**config.mk**
```make
export PLATFORM = sky130hd
export DESIGN_NAME = perf_stat_display
export DESIGN_NICKNAME = d
export VERILOG_FILES = /design/src/rtl/perf_stat_display_pkg.sv /design/src/rtl/perf_stat_display_seg7_hex_decode.sv /design/src/rtl/perf_stat_display.sv
export SDC_FILE = /design/constraint.sdc
export NUM_CORES = 1
export LEC_CHECK = 0
export CAP_MARGIN = 5
export CORE_ASPECT_RATIO = 1.25
export CORE_UTILIZATION = 45
export CTS_BUF_LIST = sky130_fd_sc_hd__clkbuf_4 sky130_fd_sc_hd__clkbuf_8
export CTS_CLUSTER_SIZE = 28
export DETAILED_ROUTE_END_ITERATION = 8
export DONT_BUFFER_PORTS = 1
export SYNTH_ARGS = -nofsm -noshare
export SYNTH_HDL_FRONTEND = slang
export SYNTH_SLANG_ARGS = --single-unit
```
**constraint.sdc**
```tcl
create_clock -name clk -period 5.8 [get_ports clk]
set_clock_uncertainty 0.1 [all_clocks]
set_input_delay 0.58 -clock clk [delete_from_list [all_inputs] [get_ports clk]]
set_output_delay 0.58 -clock clk [all_outputs]
set_load 0.01 [all_outputs]
```
**src/rtl/perf_stat_display_pkg.sv**
```systemverilog
// Shared definitions for the performance-counter display block: select codes,
// counter slot indices and the active-low seven-segment glyph table.
package perf_stat_display_pkg;

    localparam logic [2:0] PERF_SEL_DISPLAY  = 3'd0;
    localparam logic [2:0] PERF_SEL_CYCLES   = 3'd1;
    localparam logic [2:0] PERF_SEL_JUMP     = 3'd2;
    localparam logic [2:0] PERF_SEL_BRANCH   = 3'd3;
    localparam logic [2:0] PERF_SEL_TAKEN    = 3'd4;
    localparam logic [2:0] PERF_SEL_NOP      = 3'd5;
    localparam logic [2:0] PERF_SEL_DBP_HIT  = 3'd6;
    localparam logic [2:0] PERF_SEL_DBP_MISS = 3'd7;

    localparam int NUM_CNT = 8;

    localparam logic [7:0] SEG_BLANK = 8'hFF;

    // gfedcba, active-low, entry N is the glyph for hex digit N
    localparam logic [15:0][6:0] SEG_GLYPH = {
        7'h0E, 7'h06, 7'h21, 7'h46, 7'h03, 7'h08, 7'h10, 7'h00,
        7'h78, 7'h02, 7'h12, 7'h19, 7'h30, 7'h24, 7'h79, 7'h40
    };

    // Slot 0 is the display word, so counter slots line up with the sel codes
    typedef enum logic [2:0] {
        CNT_DISPLAY  = 3'd0,
        CNT_CYCLES   = 3'd1,
        CNT_JUMP     = 3'd2,
        CNT_BRANCH   = 3'd3,
        CNT_TAKEN    = 3'd4,
        CNT_NOP      = 3'd5,
        CNT_DBP_HIT  = 3'd6,
        CNT_DBP_MISS = 3'd7
    } cnt_idx_e;

endpackage

```
**src/rtl/perf_stat_display_seg7_hex_decode.sv**
```systemverilog
// Combinational hex nibble to active-low seven-segment pattern (dp always off).
module seg7_hex_decode
    import perf_stat_display_pkg::*;
(
    input  logic [3:0] i_nibble,
    input  logic       i_blank,
    output logic [7:0] o_seg
);

    assign o_seg = i_blank ? SEG_BLANK : {1'b1, SEG_GLYPH[i_nibble]};

endmodule

```
**src/rtl/perf_stat_display.sv**
```systemverilog
// Saturating CPU performance counters with halt freeze, value select and a
// multiplexed 8-digit hex display. Optional macro PERF_LZ_BLANK_EN blanks leading zeros.
module perf_stat_display
    import perf_stat_display_pkg::*;
#(
    parameter int CntWidth = 32,
    parameter int ScanDiv  = 16
) (
    input  logic        clk,
    input  logic        rst_n,
    input  logic        en,
    input  logic        clr,
    input  logic        halt,
    input  logic        is_jump,
    input  logic        is_branch,
    input  logic        branched,
    input  logic        is_nop,
    input  logic        dbp_hit,
    input  logic        dbp_miss,
    input  logic [31:0] display,
    input  logic [2:0]  sel,
    output logic [31:0] value,
    output logic [7:0]  seg,
    output logic [7:0]  an
);

    logic                 r_halted;
    logic                 w_cnt_en;
    logic [NUM_CNT-1:1]   w_evt;
    logic [31:0]          w_src [NUM_CNT];
    logic [31:0]          r_value;

    // The halting cycle itself still counts; the latch gates from the next one
    always_ff @(posedge clk or negedge rst_n) begin
        if (!rst_n)   r_halted <= 1'b0;
        else if (clr) r_halted <= 1'b0;
        else          r_halted <= r_halted | (en & halt);
    end

    assign w_cnt_en = en & ~r_halted;

    assign w_evt[CNT_CYCLES]   = 1'b1;
    assign w_evt[CNT_JUMP]     = is_jump;
    assign w_evt[CNT_BRANCH]   = is_branch;
    assign w_evt[CNT_TAKEN]    = branched;
    assign w_evt[CNT_NOP]      = is_nop;
    assign w_evt[CNT_DBP_HIT]  = dbp_hit;
    assign w_evt[CNT_DBP_MISS] = dbp_miss;

    assign w_src[CNT_DISPLAY] = display;

    for (genvar i = 1; i < NUM_CNT; i++) begin : g_cnt
        logic [CntWidth-1:0] r_cnt;

        always_ff @(posedge clk or negedge rst_n) begin
            if (!rst_n)
                r_cnt <= '0;
            else if (clr)
                r_cnt <= '0;
            else if (w_cnt_en && w_evt[i] && (r_cnt != '1))
                r_cnt <= r_cnt + CntWidth'(1);
        end

        if (CntWidth >= 32) begin : g_trunc
            assign w_src[i] = r_cnt[31:0];
        end else begin : g_zext
            assign w_src[i] = {{(32 - CntWidth){1'b0}}, r_cnt};
        end
    end

    always_ff @(posedge clk or negedge rst_n) begin
        if (!rst_n) r_value <= '0;
        else        r_value <= w_src[sel];
    end

    assign value = r_value;

    logic [ScanDiv-1:0] r_presc;
    logic [2:0]         r_idx;
    logic [2:0]         w_idx_nxt;
    logic [3:0]         w_nib;
    logic               w_blank;
    logic [7:0]         w_seg;
    logic [7:0]         r_seg;
    logic [7:0]         r_an;

    // seg/an are registered from the next index so they move with the index
    assign w_idx_nxt = (en && (r_presc == '1)) ? r_idx + 3'd1 : r_idx;
    assign w_nib     = r_value[{w_idx_nxt, 2'b00} +: 4];

`ifdef PERF_LZ_BLANK_EN
    logic [2:0] w_msn;

    always_comb begin
        w_msn = 3'd0;
        for (int k = 1; k < 8; k++)
            if (r_value[4*k +: 4] != 4'h0) w_msn = 3'(k);
    end

    assign w_blank = (w_idx_nxt > w_msn);
`else
    assign w_blank = 1'b0;
`endif

    seg7_hex_decode u_dec (
        .i_nibble (w_nib),
        .i_blank  (w_blank),
        .o_seg    (w_seg)
    );

    always_ff @(posedge clk or negedge rst_n) begin
        if (!rst_n) begin
            r_presc <= '0;
            r_idx   <= 3'd0;
            r_an    <= 8'hFE;
            r_seg   <= 8'hC0;
        end else begin
            if (en) r_presc <= r_presc + ScanDiv'(1);
            r_idx <= w_idx_nxt;
            r_an  <= ~(8'd1 << w_idx_nxt);
            r_seg <= w_seg;
        end
    end

    assign seg = r_seg;
    assign an  = r_an;

endmodule
```
Word-level counts from Yosys, hierarchy flattened
Memories as Yosys holds them, arrays and structs flattened. A register that Yosys moved wholly into a read port is not among the register bits.
Index checks and enable logic that the tools add are counted.
{"block": "op_classes", "n_reduce_logical": 22, "shift": 2, "eq_ne": 8, "order_cmp": 1, "n_bitwise": 6, "n_mux": 19, "addsub": 9}
{"operator": "$mux 32", "n": 16}
{"operator": "$add 32x1->32 const B", "n": 7}
{"operator": "$ne 32x32->1 const B", "n": 7}
{"operator": "$bmux 32 s3", "n": 1}
{"operator": "$shiftx 32x6->4", "n": 1}
{"operator": "$add 16x1->16 const B", "n": 1}
{"operator": "$eq 16x16->1 const B", "n": 1}
{"operator": "$logic_and 1x1->1", "n": 14}
{"operator": "$reduce_bool 2->1", "n": 7}
{"operator": "$not 8->8", "n": 1}
{"operator": "$shl 1x3->8 const A", "n": 1}
{"operator": "$ge 4x4->1 const B", "n": 1}
{"operator": "$not 3->4", "n": 1}
{"operator": "$add 3x1->3 const B", "n": 1}
{"operator": "$mux 3", "n": 1}
{"operator": "$and 1x1->1", "n": 2}
{"operator": "$logic_not 1->1", "n": 1}
{"operator": "$mux 1", "n": 1}
{"operator": "$not 1->1", "n": 1}
{"operator": "$or 1x1->1", "n": 1}
{"block": "totals", "elab_cells": 80, "output_inout_bits": 48, "inputBits": 46, "memories": 1, "mem_bits_ro": 112, "register_bits": 284}
{"name": "(name not given)", "depth": 16, "word_bits": 7, "rd": 1, "rd_clocked_by_memory_dff": 1, "write_ports": 0, "line_no": "perf_stat_display_seg7_hex_decode.sv:10", "source": "assign o_seg = i_blank ? SEG_BLANK : {1'b1, SEG_GLYPH[i_nibble]};"}

Depth between registers and ports, before layout
{"block": "depth", "depth_word": 6, "depth_mapped": 15, "mapped_depth_nobuf": 13}

Hierarchy
Synthesis repeated with hierarchy kept, for this count alone.
{"block": "unflattened", "cells_unflattened": 1634, "area_unflattened_um2": 16619.7}
{"module": "perf_stat_display", "seq_area_each_um2": 7318.3, "cells_each": 1597, "area_per_inst_um2": 16309.4, "instances": 1}
{"module": "seg7_hex_decode", "seq_area_each_um2": 0.0, "cells_each": 37, "area_per_inst_um2": 310.3, "instances": 1}

Worst setup path before layout
No wires, ideal clock.
{"block": "synth_path", "path_type": "input to register", "start": "input port en", "end": "register r_seg[0], in the netlist seg[0]", "cell_stages": 14, "t_arrival_ns": 2.939, "required_time_ns": 5.577, "n_path_buf": 3, "setup_time_ns": 0.123, "setup_slack_ns": 2.638, "cell_sequence": "buf_2 -> and3_4 -> and4_4 -> buf_6 -> nand3_4 -> xor2_1 -> buf_2 -> inv_1 -> o211ai_1 -> o22ai_2 -> inv_1 -> ha_1 -> or3_1 -> o221a_2"}
{"block": "synth_via", "elab_chain_len": 3}
{"item": "start: declaration", "line_no": "perf_stat_display.sv:11", "source": "input logic en,"}
{"item": "$logic_and 1x1->1", "line_no": "perf_stat_display.sv:88", "source": "assign w_idx_nxt = (en && (r_presc == '1)) ? r_idx + 3'd1 : r_idx;"}
{"item": "$mux 3", "line_no": "perf_stat_display.sv:88"}
{"item": "via w_idx_nxt[2]", "line_no": "perf_stat_display.sv:80", "source": "logic [2:0] w_idx_nxt;"}
{"item": "$shiftx 32x6->4", "line_no": "perf_stat_display.sv:89", "source": "assign w_nib = r_value[{w_idx_nxt, 2'b00} +: 4];"}
{"item": "end: declaration", "line_no": "perf_stat_display.sv:84", "source": "logic [7:0] r_seg;"}
The timed path passes the listed nets, and every way through them passes these cells.
A chain may end at the register's enable or synchronous reset.

Final worst setup path
{"block": "layout_path", "start": "register r_idx[1]", "end": "register r_seg[4], in the netlist seg[4]"}
{"block": "layout_via", "elab_chain_len": 3}
{"item": "start: declaration", "line_no": "perf_stat_display.sv:79", "source": "logic [2:0] r_idx;"}
{"item": "start signal: assignment", "line_no": "perf_stat_display.sv:119", "source": "r_idx <= w_idx_nxt;"}
{"item": "$add 3x1->3", "line_no": "perf_stat_display.sv:88"}
{"item": "$mux 3 (*)", "line_no": "perf_stat_display.sv:88"}
{"item": "$shiftx 32x6->4 (*)", "line_no": "perf_stat_display.sv:89"}
Mark *: on every way between the ends. The rest lies on a longest branch, timed or not.

==> summary.txt <==
Setup path
  – CP Launch Point: r_idx[1]
  – Worst r2r dst: seg[4]
  – Critical Path RT: 6.23 ns
  – Critical Path Fanout Max: 18
  – Worst setup SP type: flop
  – Reg2Reg Depth: 11
  – R2R Path Start: r_idx[1]
  – Worst setup path end: seg[4]
  – Crit path DAT: 4.22 ns
  – Setup CP Type: flop to flop
  – Worst setup EP type: flop
  – Flop2flop setup slack: 2.00 ns

Logic synthesis
  – Synth Flop Type: dfrtp_1
  – Synthesis-stage register bit count: 291
  – Largest area contributor in the netlist: dfrtp_1
  – Gate Count Post-Synth: 1521
  – Top-count cell post-synth: dfrtp_1
  – Post-synthesis cell area: 0.0160 mm^2
  – YS warnings: 0
  – Distinct cell type count after synthesis: 70
  – Post-synth EDFFs: 0
  – Syn Area/Cell: 10.5 um^2
  – Commonest cells in the netlist: dfrtp_1 (283), nor2_1 (219), xor2_1 (128), nand2_1 (116), nand3_1 (80)
  – Synth area leaders: dfrtp_1 (44%), mux4_2 (9.4%), xor2_1 (7.0%)
  – Syn Nets: 1582
  – Post-synth top area share: 0.442
  – Register area share after synthesis: 0.455
  – Synth async-reset ratio: 1.00

Global route
  – Initial antenna violation count: 4
  – Global route overflow: 0
  – Total track usage: 0.247
  – First-pass GRT wire length: 67600 um
  – Vias in the first global route: 11492
  – Largest net degree at the start of global routing: 292

Timing
  – Hold WS: -0.414 ns
  – Final Max Slew Viols: 0
  – Period utilization: 0.655
  – Unrepaired setup endpoints after global routing: false
  – Minimum clock period: 3.80 ns
  – Setup TNS: 0 ns
  – Max-slew headroom: 0.189
  – Fmax achieved: 263 MHz
  – Final hold viol count: 291
  – Worst-margin pin slew: 1.22 ns
  – # setup viols final: 0

Clock network
  – CTS buffer count: 51
  – TritonCTS clock tree: yes
  – Clock Sink Count: 291
  – CTS root buffer: clkbuf_8
  – CTS clk-pin slew, worst paths: 0.06 ns
  – Setup bufs post-CTS: 0
  – Resized cells post-CTS: 0
  – Max clock buf depth: 3
  – H-tree Lvls: 2
  – Clk_lat worst skew: 0.61 ns
  – Post-CTS Hold Fix Bufs: 2

Floorplan
  – Horiz. Die Dim: 171 um
  – Die area: 0.0364 mm^2
  – Number of core rows: 76
  – IO Count: 94
  – Initial Util: 0.461
  – Core footprint: 0.0348 mm^2
  – Die height: 213 um

Routing
  – Via count: 11652
  – Antenna-violating nets left: 0
  – Final WL: 43500 um
  – Drt initial violations: 821
  – Drt drc: 0
  – Drt first pass iters: 5
  – DR WL/cell: 21.6 um
  – Via/cell ratio: 5.79

Power and ir drop
  – Pwr/cell area: 258 mW/mm^2
  – Tot Pwr: 4.54 mW
  – Max VDD drop: 152 uV
  – Leakage power total: 7.27 nW

Hold path
  – Hold crit path type: primary input to asynchronous set/reset pin

Final layout
  – Fill count: 3209
  – Register area: 0.00729 mm^2
  – Area grow syn2layout: 9.61%
  – Layout cell share with drive strength beyond 1: 0.151
  – Multi-input logic area: 0.00833 mm^2
  – Core Util, Final: 0.505
  – Final nets: 1568

Job
  – Max-cap violations: 0

Place
  – Post-DP HPWL: 29900 um
  – IO buf count: 0
  – Final RePlAce weighted congestion: 0.880

Status
  – Status: finished, violations left
  – Failing checks: negative hold slack
logic make-up after synthesis:
logic type / share of synthesized area
multiplexers: 0.137
adder cells (fa/ha/maj): 0.0117
AND/OR/NAND/NOR: 0.215
buffers and inverters: 0.0257
XOR/XNOR: 0.110
other: 0.000234
AO/OA/AOI/OAI: 0.0458
flip-flops: 0.455
worst max-delay path: stages, from the launching register on:
cell     delay [ns]
dfrtp_1        0.67
ha_1           0.78
inv_1          0.24
nor4_1         0.57
a31o_2         0.22
a22o_1         0.14
o22ai_2        0.15
inv_1          0.13
ha_1           0.24
inv_1          0.06
mux2_1         0.28
o22ai_1        0.13
stage by stage:
stage / hold slack (ns) / std cells / cell area, um^2 / worst slack, ns
2_1_floorplan: 0.184 / 1521 / 16000 / 2.64
5_1_grt: -0.443 / 2013 / 17600 / 1.63
3_5_place_dp: 0.210 / 1920 / 16300 / 2.02
4_1_cts: -0.441 / 2013 / 17600 / 2.00
6_report: -0.414 / 2014 / 17600 / 2.00
3_3_place_gp: 0.207 / 1920 / 16300 / 2.00
worst min-delay path by stage:
stage / start / to / cells after the start
floorplan: rst_n / an[0] / 0
detailed placement: rst_n / g_cnt[7].r_cnt[24] / 0
global route: rst_n / g_cnt[5].r_cnt[26] / 0
CTS: rst_n / g_cnt[6].r_cnt[24] / 0
global placement: rst_n / g_cnt[5].r_cnt[24] / 0
finish: rst_n / g_cnt[6].r_cnt[24] / 0
cells in the final DEF (no fill, tap or decap), types with 4 or more instances in the layout:
master,synthesis,final
nand2_1,116,116
mux2i_1,29,29
xnor2_1,73,73
bufinv_16,0,6
dfstp_2,8,8
clkinv_2,0,7
nor2_1,219,219
dfrtp_1,283,283
and4_4,4,4
inv_1,27,27
clkbuf_8,0,65
o21ai_0,40,40
ha_1,15,15
mux4_2,67,67
mux2_2,35,35
nand3b_1,4,4
and2_1,12,12
nand4_1,68,68
nand3_1,80,80
a31oi_1,4,4
nor3_1,24,24
clkbuf_4,1,9
and4_1,31,31
or3_1,40,40
xor2_1,128,128
nor4_1,10,10
nor2b_1,11,11
a21oi_1,38,38
and3_1,35,35
flip-flops by register name (all words and copies together) (netlist names):
signal,count
seg,7
r_presc,16
r_halted,1
r_idx,3
an,8
value,32
g_cnt.r_cnt,224
final cells by class:
class | instances | area share
Clock inverter | 17 | 0.0141
Clock buffer | 74 | 0.0547
Antenna cell | 1 | 0.000142
Inverter | 27 | 0.00577
Timing Repair Buffer | 4 | 0.00299
Sequential cell | 291 | 0.415
Tap cell | 468 | 0.0333
Multi-Input combinational cell | 1132 | 0.474
power breakdown:
group | internal (mW) | switching, mW | total [mW] | leakage (nW)
clock | 1.34 | 0.886 | 2.22 | 0.629
sequential | 2.08 | 0.0552 | 2.13 | 4.01
combinational | 0.0935 | 0.0931 | 0.187 | 2.63
total | 3.50 | 1.03 | 4.54 | 7.27
routing by layer:
layer / vias to the layer above / GRT usage / part of all wire / wire length (um)
met5: - / 0 / 0.00053 / 23
met2: 289 / 0.398 / 0.48 / 20700
met3: 80 / 0.0584 / 0.062 / 2680
met1: 5893 / 0.318 / 0.42 / 18400
met4: 4 / 0.103 / 0.037 / 1600
li1: 5386 / - / - / -
Power figures use the tool's default switching activity.
